===== src/rtl/mem_port_arbiter_if.sv =====
// Bundle of requester-side and shared-memory-side signals for mem_port_arbiter.
// The arbiter connects through the slave modport; the environment uses master.
interface mem_port_arbiter_if #(
  parameter int DW = 32,
  parameter int AW = 32
);
  logic [1:0]      req;
  logic [1:0]      we;
  logic [2*AW-1:0] addr;
  logic [2*DW-1:0] wdata;
  logic [1:0]      gnt;
  logic [1:0]      done;
  logic [1:0]      err;
  logic [DW-1:0]   rdata;
  logic            mem_req;
  logic            mem_we;
  logic [AW-1:0]   mem_addr;
  logic [DW-1:0]   mem_wdata;
  logic [DW-1:0]   mem_rdata;
  logic            mem_ack;
  logic            sel;

  modport slave (
    input  req, we, addr, wdata, mem_rdata, mem_ack,
    output gnt, done, err, rdata, mem_req, mem_we, mem_addr, mem_wdata, sel
  );

  modport master (
    output req, we, addr, wdata, mem_rdata, mem_ack,
    input  gnt, done, err, rdata, mem_req, mem_we, mem_addr, mem_wdata, sel
  );
endinterface


===== src/rtl/mem_port_arbiter.sv =====
// Two-requester round-robin arbiter for a single shared memory port with an
// ack timeout. Every output is a register; FSM state is exposed on state_o.
module mem_port_arbiter #(
  parameter int DW      = 32,
  parameter int AW      = 32,
  parameter int TIMEOUT = 255
) (
  input  logic             clk,
  input  logic             rst_n,
  mem_port_arbiter_if.slave bus,
  output logic [1:0]       state_o
);

  // Handshake: a requester holds req high (level) until it sees its one-cycle
  // done pulse; err coincides with done on timeout. mem_req is held until
  // mem_ack (a one-cycle pulse) or the timer expires, whichever comes first.

  localparam logic [1:0] ST_IDLE = 2'd0;
  localparam logic [1:0] ST_BUSY = 2'd1;
  localparam logic [1:0] ST_RESP = 2'd2;
  localparam logic [7:0] TIMEOUT_W = TIMEOUT[7:0];

  logic [1:0]    state_q, state_d;
  logic [1:0]    gnt_q, gnt_d;
  logic [1:0]    done_q, done_d;
  logic [1:0]    err_q, err_d;
  logic [DW-1:0] rdata_q, rdata_d;
  logic          mem_req_q, mem_req_d;
  logic          mem_we_q, mem_we_d;
  logic [AW-1:0] mem_addr_q, mem_addr_d;
  logic [DW-1:0] mem_wdata_q, mem_wdata_d;
  logic          sel_q, sel_d;
  logic [7:0]    timer_q, timer_d;
  logic          last_owner_q, last_owner_d;

  logic          owner_w;
  logic [7:0]    timer_inc;

  // A lone request wins outright; a tie goes to whoever did not own last.
  always_comb begin
    if (bus.req == 2'b11) owner_w = ~last_owner_q;
    else                  owner_w = bus.req[1];
  end

  assign timer_inc = timer_q + 8'd1;

  always_comb begin
    state_d      = state_q;
    gnt_d        = gnt_q;
    done_d       = 2'b00;
    err_d        = 2'b00;
    rdata_d      = rdata_q;
    mem_req_d    = mem_req_q;
    mem_we_d     = mem_we_q;
    mem_addr_d   = mem_addr_q;
    mem_wdata_d  = mem_wdata_q;
    sel_d        = sel_q;
    timer_d      = timer_q;
    last_owner_d = last_owner_q;
    case (state_q)
      ST_IDLE: begin
        if (bus.req != 2'b00) begin
          mem_we_d    = owner_w ? bus.we[1] : bus.we[0];
          mem_addr_d  = owner_w ? bus.addr[AW +: AW] : bus.addr[0 +: AW];
          mem_wdata_d = owner_w ? bus.wdata[DW +: DW] : bus.wdata[0 +: DW];
          mem_req_d   = 1'b1;
          gnt_d       = owner_w ? 2'b10 : 2'b01;
          sel_d       = owner_w;
          timer_d     = 8'd0;
          state_d     = ST_BUSY;
        end
      end
      ST_BUSY: begin
        // sel_q holds the owner for the whole access.
        if (bus.mem_ack) begin
          rdata_d      = bus.mem_rdata;
          mem_req_d    = 1'b0;
          gnt_d        = 2'b00;
          done_d       = sel_q ? 2'b10 : 2'b01;
          last_owner_d = sel_q;
          state_d      = ST_RESP;
        end else if (timer_inc == TIMEOUT_W) begin
          rdata_d      = '0;
          mem_req_d    = 1'b0;
          gnt_d        = 2'b00;
          done_d       = sel_q ? 2'b10 : 2'b01;
          err_d        = sel_q ? 2'b10 : 2'b01;
          last_owner_d = sel_q;
          timer_d      = timer_inc;
          state_d      = ST_RESP;
        end else begin
          timer_d = timer_inc;
        end
      end
      ST_RESP: begin
        sel_d   = 1'b0;
        state_d = ST_IDLE;
      end
      default: begin
        mem_req_d = 1'b0;
        gnt_d     = 2'b00;
        sel_d     = 1'b0;
        state_d   = ST_IDLE;
      end
    endcase
  end

  always_ff @(posedge clk or negedge rst_n) begin
    if (!rst_n) begin
      state_q      <= ST_IDLE;
      gnt_q        <= 2'b00;
      done_q       <= 2'b00;
      err_q        <= 2'b00;
      rdata_q      <= '0;
      mem_req_q    <= 1'b0;
      mem_we_q     <= 1'b0;
      mem_addr_q   <= '0;
      mem_wdata_q  <= '0;
      sel_q        <= 1'b0;
      timer_q      <= 8'd0;
      last_owner_q <= 1'b1;
    end else begin
      state_q      <= state_d;
      gnt_q        <= gnt_d;
      done_q       <= done_d;
      err_q        <= err_d;
      rdata_q      <= rdata_d;
      mem_req_q    <= mem_req_d;
      mem_we_q     <= mem_we_d;
      mem_addr_q   <= mem_addr_d;
      mem_wdata_q  <= mem_wdata_d;
      sel_q        <= sel_d;
      timer_q      <= timer_d;
      last_owner_q <= last_owner_d;
    end
  end

  assign bus.gnt       = gnt_q;
  assign bus.done      = done_q;
  assign bus.err       = err_q;
  assign bus.rdata     = rdata_q;
  assign bus.mem_req   = mem_req_q;
  assign bus.mem_we    = mem_we_q;
  assign bus.mem_addr  = mem_addr_q;
  assign bus.mem_wdata = mem_wdata_q;
  assign bus.sel       = sel_q;
  assign state_o       = state_q;

endmodule


===== src/flat_wrapper.sv =====
// flat-port wrapper written by rule: the top's interface ports become plain ports
module mem_port_arbiter_flat 
#(
  parameter int DW      = 32,
  parameter int AW      = 32,
  parameter int TIMEOUT = 255
)
  (clk, rst_n, state_o, bus_req, bus_we, bus_addr, bus_wdata, bus_mem_rdata, bus_mem_ack, bus_gnt, bus_done, bus_err, bus_rdata, bus_mem_req, bus_mem_we, bus_mem_addr, bus_mem_wdata, bus_sel);
  mem_port_arbiter_if #(.DW(DW), .AW(AW)) bus_i ();
  input  logic clk;
  input  logic rst_n;
  output logic [1:0] state_o;
  input wire logic [$bits(bus_i.req)-1:0] bus_req;
  input wire logic [$bits(bus_i.we)-1:0] bus_we;
  input wire logic [$bits(bus_i.addr)-1:0] bus_addr;
  input wire logic [$bits(bus_i.wdata)-1:0] bus_wdata;
  input wire logic [$bits(bus_i.mem_rdata)-1:0] bus_mem_rdata;
  input wire logic [$bits(bus_i.mem_ack)-1:0] bus_mem_ack;
  output wire logic [$bits(bus_i.gnt)-1:0] bus_gnt;
  output wire logic [$bits(bus_i.done)-1:0] bus_done;
  output wire logic [$bits(bus_i.err)-1:0] bus_err;
  output wire logic [$bits(bus_i.rdata)-1:0] bus_rdata;
  output wire logic [$bits(bus_i.mem_req)-1:0] bus_mem_req;
  output wire logic [$bits(bus_i.mem_we)-1:0] bus_mem_we;
  output wire logic [$bits(bus_i.mem_addr)-1:0] bus_mem_addr;
  output wire logic [$bits(bus_i.mem_wdata)-1:0] bus_mem_wdata;
  output wire logic [$bits(bus_i.sel)-1:0] bus_sel;
  assign bus_i.req = bus_req;
  assign bus_i.we = bus_we;
  assign bus_i.addr = bus_addr;
  assign bus_i.wdata = bus_wdata;
  assign bus_i.mem_rdata = bus_mem_rdata;
  assign bus_i.mem_ack = bus_mem_ack;
  assign bus_gnt = bus_i.gnt;
  assign bus_done = bus_i.done;
  assign bus_err = bus_i.err;
  assign bus_rdata = bus_i.rdata;
  assign bus_mem_req = bus_i.mem_req;
  assign bus_mem_we = bus_i.mem_we;
  assign bus_mem_addr = bus_i.mem_addr;
  assign bus_mem_wdata = bus_i.mem_wdata;
  assign bus_sel = bus_i.sel;
  mem_port_arbiter #(.DW(DW), .AW(AW), .TIMEOUT(TIMEOUT)) u_core (.clk(clk), .rst_n(rst_n), .bus(bus_i), .state_o(state_o));
endmodule

===== config.mk =====
export PLATFORM = sky130hd
export DESIGN_NAME = mem_port_arbiter_flat
export DESIGN_NICKNAME = d
export VERILOG_FILES = /design/src/rtl/mem_port_arbiter_if.sv /design/src/rtl/mem_port_arbiter.sv /design/src/flat_wrapper.sv
export SDC_FILE = /design/constraint.sdc
export NUM_CORES = 1
export LEC_CHECK = 0
export CORE_ASPECT_RATIO = 0.6
export CORE_MARGIN = 2
export CORE_UTILIZATION = 35
export CTS_BUF_LIST = sky130_fd_sc_hd__clkbuf_4 sky130_fd_sc_hd__clkbuf_8
export DETAILED_ROUTE_END_ITERATION = 10
export DONT_BUFFER_PORTS = 1
export GPL_ROUTABILITY_DRIVEN = 0
export HOLD_SLACK_MARGIN = 0.05
export PLACE_DENSITY = 0.56
export SYNTH_ARGS = -nofsm -noshare
export SYNTH_HDL_FRONTEND = slang
export SYNTH_SLANG_ARGS = --single-unit

===== constraint.sdc =====
create_clock -name clk -period 5.6 [get_ports clk]
set_input_delay 1.12 -clock clk [delete_from_list [all_inputs] [get_ports clk]]
set_output_delay 1.12 -clock clk [all_outputs]
set_load 0.02 [all_outputs]

== After elaboration in Yosys (flattened, before gate mapping) ==
Index checks and enable logic that the tools add are counted.
Word-level totals
  flip-flop bits (word level): 116
  output and inout bits: 107
  input bits: 167
  word-level logic and storage cells: 65
Operators by class
  equality and inequality tests: 7
  reductions and logical operators: 10
  $add $sub $neg: 1
  muxes and demuxes: 32
  bitwise gates (word level): 3
Operator list (count)
  $mux 32: 4
  $mux 2: 13
  $mux 8: 2
  $pmux 8 s2: 1
  $add 8x1->8 const B: 1
  $eq 8x8->1 const B: 1
  $mux 1: 8
  $reduce_and 2->1: 4
  $pmux 2 s3: 1
  $reduce_and 3->1: 2
  $reduce_bool 2->1: 3
  $eq 2x2->1 const B: 2
  $pmux 2 s2: 1
  $ne 3x2->1 const B: 1
  $not 1->1: 3
  $pmux 1 s3: 1
  $eq 2x1->1 const B: 1
  $logic_not 2->1: 1
  $ne 2x1->1 const B: 1
  $ne 2x2->1 const B: 1
  $pmux 1 s2: 1

== Depth between registers and ports, before layout ==
Gate-level depths: netlist of the first run.
  depth in word-level cells: 5
  gate-level depth with buffers: 10
  depth with buffers taken out: 7

== Least setup slack after synthesis of the first run ==
OpenSTA, ideal clock, no wires.
  path kind: input port to flip-flop
  start: input bus_req[1]
  end: register u_core.mem_addr_q[0], in the netlist u_core.bus.mem_addr[0]
  cell stages on the path: 5
  buffers on the path: 2
  setup time: 0.133 ns
  data arrival time: 2.143 ns
  slack: 3.324 ns
  required time: 5.467 ns
  path through: a21boi_1 > buf_2 > buf_2 > mux2i_1 > o21ai_0
Between the ends
  cells in the longest elaborated chain, start to end: 3
  elaborated cells between the ends (all ways): 5
  classes of those cells: eq/ne (1); mux (2); reduce/logical (2)
Ends and longest elaborated chain
  from (decl): RTL line flat_wrapper.sv:13  | input wire logic [$bits(bus_i.req)-1:0] bus_req;
  $eq 2x2->1: RTL line mem_port_arbiter.sv:41  | if (bus.req == 2'b11) owner_w = ~last_owner_q;
  $mux 1: RTL line mem_port_arbiter.sv:41
  $mux 32: RTL line mem_port_arbiter.sv:64  | mem_addr_d = owner_w ? bus.addr[AW +: AW] : bus.addr[0 +: AW];
  to (signal assigned): RTL line mem_port_arbiter.sv:130  | mem_addr_q <= mem_addr_d;
  to (decl): RTL line mem_port_arbiter.sv:30  | logic [AW-1:0] mem_addr_q, mem_addr_d;
Parallel ways exist; a longest one is shown, timed or not.
A chain may end at the register's enable or synchronous reset.

== Worst setup path after layout of the first run ==
  start: register u_core.timer_q[0]
  end: register u_core.rdata_q[11], in the netlist u_core.bus.rdata[11]
Between the ends
  cells in the longest elaborated chain, start to end: 4
Ends and longest elaborated chain
  from (decl): RTL line mem_port_arbiter.sv:33  | logic [7:0] timer_q, timer_d;
  from (signal assigned): RTL line mem_port_arbiter.sv:133  | timer_q <= timer_d;
  $add 8x1->8: RTL line mem_port_arbiter.sv:45  | assign timer_inc = timer_q + 8'd1;
  $eq 8x8->1: RTL line mem_port_arbiter.sv:82  | end else if (timer_inc == TIMEOUT_W) begin
  $reduce_bool 2->1 (no line)
  $reduce_and 2->1 (no line)
  to (signal assigned): RTL line mem_port_arbiter.sv:127  | rdata_q <= rdata_d;
  to (decl): RTL line mem_port_arbiter.sv:27  | logic [DW-1:0] rdata_q, rdata_d;
Every way passes these cells.

==> metrics.md, run 1 <==
| Metric | Value |
|---|---|
| Global-route wire length before repair | between 15 and 20 mm |
| Clock-pin slew on the worst setup and hold paths | 0.08 ns |
| I/O pins | roughly 270 |
| Antenna Nets Post-Route | 0 |
| Final setup violation count | 0 |
| Clk Tree Root Cell | clkbuf_8 |
| PwrDens | 624.5 nW/um^2 |
| Wire length on met1 | about 5.3 mm |
| Ant. Diodes | 0 |
| Worst-skew pair later-pin latency | 0.42 ns |
| Die area | ~15000 um^2 |
| Row count | 33 |
| Hold WC Path Type | in2async |
| Crit. Startpoint | u_core.timer_q[0] |
| Core ar. | roughly 14000 um^2 |
| WS Path Type | reg2reg |
| CTS buffer count | 17 |
| Reg2Reg Launch Point | u_core.timer_q[0] |
| Final Cycle Share | 0.4184 |
| Initial Util | 0.3632 |
| Synthesized flop and latch total | around 120 |
| Final Max Tran Viols | 0 |
| NumNets Final | 617 |
| Worst path arrival time | between 2 and 3 ns |
| Synth warn | 0 |
| Distinct cells, synth | 36 |
| MaxCap Viol Count | 0 |
| Fin crit period | roughly 2.3 ns |
| Maximum vdd ir drop | 198.3 uV |
| Post-Synthesis Cells | 460 |
| DR vias | 3427 |
| R2R Setup Slk | between 3 and 4 ns |
| DRC | 0 |
| Post-Place Setup Slack | roughly 2.8 ns |
| RSZ-0062 raised after global routing | no |
| Final WL | 12.22 mm |
| Vias per cell | 5.248 |
| Die height | 96.94 um |
| Wire length per cell | 18.71 um |
| Inst Count DP | 621 |
| H-tree levels | 4 |
| Clock skew | 0.01405 ns |
| Vias in the first global route | around 3.5k |
| Final HPWL DP | about 8.4 mm |
| Clock tree buffer depth | 2 |
| Final Non-Filler Cells | approximately 650 |
| Achievable Freq | approximately 0.43 GHz |
| Pre-antenna DRT Iters | 7 |
| Post-synth design cell area | ~5000 um^2 |
| PortBufs | 0 |
| Slew margin rel. | 0.2050 |
| CP required | between 5 and 6 ns |
| Final Hold Fails | 0 |
| Metal2 WL | slightly below 6 mm |
| Crit end category | flip-flop |
| Tot GR Track Use | 0.1588 |
| Drt initial violations | around 220 |
| Setup total negative slack | 0 ns |
| Hold buffer count at CTS | 0 |
| Syn_nets | 629 |
| CTS resizes | 0 |
| Clock sinks | ~120 |
| Die span in x | between 150 and 200 um |
| CTS tree | built |
| DR top layer | met4 |
| Startpoint Class | flip-flop |
| Sequential fraction of the synthesis area | 0.5764 |
| WL met3 | 1.011 mm |
| Status | completed |
| Grt ovf | 0 |
| CP Max Fanout | 36 |
| Layout area overhead | 10.88% |
| Proportion of layout cells with a drive suffix above 1 | 0.08894 |
| PnR worst setup slack | about 3.3 ns |
| Static leakage | 2.510 nW |
| Pin count of the biggest net entering global routing | roughly 130 |
| Post-CTS Setup Bufs | 0 |
| Slew at the pin closest to its max-slew limit | between 1 and 1.5 ns |
| Avg Cell Area, Syn | around 11 um^2 |
| Initial antenna violation count | 0 |
-- worst paths after layout --
kind | endpoint | depth (start not counted)
max | u_core.bus.rdata[11] | 7
min | u_core.bus.mem_wdata[2] | 0
max reg2reg | u_core.bus.rdata[11] | 7
min reg2reg | u_core.last_owner_q | 2
max in group asynchronous | u_core.last_owner_q | 0
min in group clk | u_core.last_owner_q | 2
-- cell type report --
type | instances | area (um^2)
clock inverter | 15 | 195.2
clock buffer | 17 | 234.0
fill | 1344 | 8287
tap | 192 | 240.2
inverter | 6 | 22.52
timing repair buffer | 2 | 15.01
sequential | 116 | 2904
multi-input combinational | 305 | 1976
-- cell usage in the layout (no fill, tap or decap), drive strengths merged, types with 3 or more instances in the layout --
cell type	count
nand2	76
inv	14
a22o	32
nor2	11
bufinv	3
a21oi	5
and2	4
nor3	6
o21ai	76
nand3	5
clkinv	3
mux2i	66
dfrtp	115
clkbuf	17
-- worst max-delay path, stage by stage, from the launching register on --
cell,delay (ns)
dfrtp_1,0.47
ha_1,0.34
a21oi_1,0.23
a221o_1,0.22
a31oi_1,0.07
or3_1,0.34
buf_4,0.27
a22o_1,0.28
-- flip-flops by register name (all words and copies together), names as in the netlist, 2 cells and up --
name and flops:
u_core.bus.rdata 32, u_core.bus.mem_wdata 32, u_core.bus.gnt 2, u_core.bus.err 2, u_core.timer_q 8, u_core.bus.done 2, u_core.state_o 2, u_core.bus.mem_addr 32
-- synth_stat cells --
| cell type | count | area [um^2] |
|---|---|---|
| dfrtp_1 | 115 | 2878 |
| nand2_1 | 76 | 285.3 |
| o21ai_0 | 76 | 380.4 |
| mux2i_1 | 66 | 660.6 |
| a22o_1 | 32 | 280.3 |
| clkbuf_1 | 23 | 86.33 |
| nor2_1 | 10 | 37.54 |
| inv_1 | 6 | 22.52 |
| nor3_1 | 6 | 30.03 |
| a21oi_1 | 5 | 25.02 |
| buf_2 | 5 | 25.02 |
| nand3_1 | 5 | 25.02 |
| and2_1 | 4 | 25.02 |
| buf_6 | 3 | 33.78 |
| buf_1 | 2 | 7.510 |
| ha_1 | 2 | 25.02 |
| nand2b_1 | 2 | 12.51 |
| o2bb2ai_1 | 2 | 17.52 |
| o31ai_1 | 2 | 15.01 |
| or3_1 | 2 | 12.51 |
| a21boi_1 | 1 | 7.510 |
| a221o_1 | 1 | 10.01 |
| a22oi_1 | 1 | 7.510 |
| a31oi_1 | 1 | 6.260 |
| a41oi_1 | 1 | 8.760 |
| and3_1 | 1 | 6.260 |
| dfstp_2 | 1 | 26.28 |
| nand4_2 | 1 | 12.51 |
| nor2_2 | 1 | 6.260 |
| nor2b_1 | 1 | 6.260 |
| o2111ai_1 | 1 | 8.760 |
| o211ai_1 | 1 | 7.510 |
| o41ai_1 | 1 | 8.760 |
| o41ai_2 | 1 | 16.27 |
| or2_2 | 1 | 6.260 |
| xor2_1 | 1 | 8.760 |
-- cells by family after synthesis --
| kind of cell | after synthesis | share of synthesized area |
|---|---|---|
| muxes | 66 | 0.1311 |
| buffers and inverters | 39 | 0.03476 |
| adders and majority gates | 2 | 0.004966 |
| DFF | 116 | 0.5764 |
| AOI/OAI and AO/OA | 126 | 0.1587 |
| xor gates and xnor gates | 1 | 0.001739 |
| and+or+nand+nor | 110 | 0.09238 |
-- through the flow --
step / power [mW] / utilization / instance area, um^2 / hold slack (ns)
3_5_place_dp: 2.679 / 0.3718 / 5157 / 0.5198
4_1_cts: 3.538 / 0.4027 / 5587 / 0.3531
5_1_grt: 3.716 / 0.4027 / 5587 / 0.3495
6_report: 3.489 / 0.4027 / 5587 / 0.3909
2_1_floorplan: 2.467 / - / 5039 / 0.4690
3_3_place_gp: 2.638 / 0.3718 / 5157 / 0.5136
-- power by group --
part / switching, mW / total [mW] / internal [mW]
Combinational: 0.374 / 0.664 / 0.291
Clock: 0.388 / 0.844 / 0.456
Sequential: 0.767 / 1.98 / 1.21
Total: 1.53 / 3.49 / 1.96
-- per-layer routing --
metal	GRT usage	up-vias
li1	-	1606
met1	0.1991	1638
met2	0.2543	175
met3	0.06389	8
met4	0.04615	0
met5	0	-
Note: power is estimated with default switching activity, not from simulation.
==> run 2: changes to the inputs <==
- clock period: 5.6 -> 2.2 ns (I/O delays scaled with it)
==> run 2 against run 1 <==
Final area grew 1.5%. Wire length shrank 2.5%. Setup slack lost 3.1 ns. Fmax grew 14%. Clock power grew to 2.5 times the previous value. The flow now finishes with violations (hold timing). Via count shrank 0.29%. Count of clock-buffer cells in the layout grew 2. Register-to-register slack lost 3.1 ns. Combinational power grew to 2.7 times the previous value. Critical endpoint is now u_core.bus.rdata[25].
==> metrics.md, run 2 (synthesis results as in run 1) <==
| Metric | Value |
|---|---|
| Hold WC Path Type | in2async |
| Antenna Nets Post-Route | 0 (unchanged) |
| Vias per cell | 5.193 (-1.0%) |
| Static leakage | 2.547 nW (+1.5%) |
| Final Hold Fails | 116 (+116) |
| Clock-pin slew on the worst setup and hold paths | 0.08 ns (about the same) |
| Die span in x | 158.9 um (unchanged) |
| Die area | 15400 um^2 (unchanged) |
| H-tree levels | 4 (unchanged) |
| PwrDens | 1576 nW/um^2 (+150%) |
| CTS tree | built |
| Worst path arrival time | 2.36 ns (-0.28 ns) |
| Fill count | 1352 (+0.60%) |
| Fin crit period | 2.056 ns (-0.2871 ns) |
| Register area | 2904 um^2 (unchanged) |
| Pwr Total | 8.936 mW (+160%) |
| Clock sinks | 116 (unchanged) |
| WS Path Type | reg2reg |
| Initial antenna violation count | 0 (unchanged) |
| Final Cycle Share | 0.9344 (+0.5160) |
| Worst-skew pair later-pin latency | 0.43 ns (about the same) |
| Most common cell after layout, fill and taps aside | dfrtp_1 |
| Initial Util | 0.3632 (unchanged) |
| Drt initial violations | 226 (+4.1%) |
| CTS buffer count | 17 (unchanged) |
| MaxCap Viol Count | 0 (unchanged) |
| I/O pins | 274 (unchanged) |
| Post-Place Setup Slack | 0.08148 ns (-2.732 ns) |
| Final HPWL DP | 8.473 mm (+1.4%) |
| Inst Count DP | 626 (+0.81%) |
| Most frequent cells in the layout | dfrtp_1, nand2_1, o21ai_0 |
| Pre-antenna DRT Iters | 4 (-3) |
| PnR worst setup slack | 0.1443 ns (-3.113 ns) |
| Status | complete, but fails checks |
| Core ar. | 13870 um^2 (unchanged) |
| Clock skew | 0.01030 ns (-0.003749 ns) |
| Slew at the pin closest to its max-slew limit | 1.092 ns (-0.1005 ns) |
| PortBufs | 0 (unchanged) |
| Final Max Tran Viols | 0 (unchanged) |
| Wire length per cell | 18.10 um (-3.3%) |
| Crit end category | flip-flop |
| Vias in the first global route | 3522 (+1.4%) |
| Startpoint Class | flip-flop |
| Clock tree buffer depth | 2 (unchanged) |
| Row count | 33 (unchanged) |
| Proportion of layout cells with a drive suffix above 1 | 0.1030 (+0.01407) |
| Achievable Freq | 0.4865 GHz (+14%) |
| Layout area overhead | 12.57% |
| Grt ovf | 0 (unchanged) |
| Die height | 96.94 um (unchanged) |
| CP Max Fanout | 36 (unchanged) |
| CP required | 2.51 ns (-3.38 ns) |
| Final Non-Filler Cells | 658 (+0.77%) |
| Multi-input combinational cell area | 1982 um^2 (+0.32%) |
| Tot GR Track Use | 0.1583 (-0.0004140) |
| DR vias | 3417 (-0.29%) |
| Failing checks | hold timing |
| Pin count of the biggest net entering global routing | 117 (-12%) |
| NumNets Final | 622 (+0.81%) |
| Final WL | 11.91 mm (-2.5%) |
| Slew margin rel. | 0.2720 (+0.06699) |
| Post-CTS Setup Bufs | 0 (unchanged) |
| Setup total negative slack | 0 ns (unchanged) |
| Worst hold slack | -0.3009 ns (-0.6919 ns) |
| Global-route wire length before repair | 19.24 mm (-1.1%) |
| Maximum vdd ir drop | 614.5 uV (+210%) |
| Clk Tree Root Cell | clkbuf_8 |
| RSZ-0062 raised after global routing | no |
| Ant. Diodes | 0 (unchanged) |
| DRC | 0 (unchanged) |
| Final setup violation count | 0 (unchanged) |
| R2r worst-path depth | 7 (unchanged) |
[run 2: path summary, 6_finish.rpt]
check | endpoint | from | slack [ns]
setup / recovery | u_core.bus.rdata[25] | u_core.timer_q[0] | 0.14
hold / removal | u_core.bus.mem_wdata[2] | rst_n | -0.30
setup reg to reg | u_core.bus.rdata[25] | u_core.timer_q[0] | 0.14
hold reg to reg | u_core.last_owner_q | u_core.last_owner_q | 0.55
max in group asynchronous | u_core.last_owner_q | rst_n | 2.28
min in group clk | u_core.bus.rdata[21] | bus_mem_rdata[21] | 0.14
[run 2: where the power goes]
part	internal, mW	switching, mW
combinational	0.800	0.974
sequential	3.09	1.94
clock	1.20	0.935
total	5.09	3.85
[run 2: routing by layer]
layer	up-vias	global-route usage	share of wire	wire, um
met2	163	0.2496	0.47	5578
li1	1616	-	-	-
met4	0	0.07133	0.024	281
met5	-	0	0	0
met1	1620	0.1958	0.43	5096
met3	18	0.05746	0.080	952
[run 2: stage by stage]
step	utilization	hold WS, ns	area [um^2]
3_5_place_dp	0.3772	0.1458	5233
5_1_grt	0.4088	-0.3504	5672
6_report	0.4088	-0.3009	5672
4_1_cts	0.4084	-0.3399	5665
2_1_floorplan	-	0.1444	5039
3_3_place_gp	0.3772	0.1462	5233
[run 2: repair_timing]
| item | in CTS | in global routing |
|---|---|---|
| hold endpoints to repair | 116 | 116 |
| resized for setup | 0 | 2 |
| setup endpoints to repair | 0 | 32 |
[run 2: area by class of cell]
cell class	count	area share
repair buffers	7	0.01588
clock inverters	13	0.03022
clock buffers	19	0.04611
flip-flops and latches	116	0.5120
multi-input cells	305	0.3494
well taps	192	0.04236
inverters	6	0.003971
[run 2: critical path: stages, from the launching register on]
cell and delay (ns):
dfrtp_1 0.38, ha_2 0.24, nor3_1 0.23, a221o_1 0.18, a31oi_1 0.07, or3_1 0.39, buf_12 0.19, a22o_1 0.25
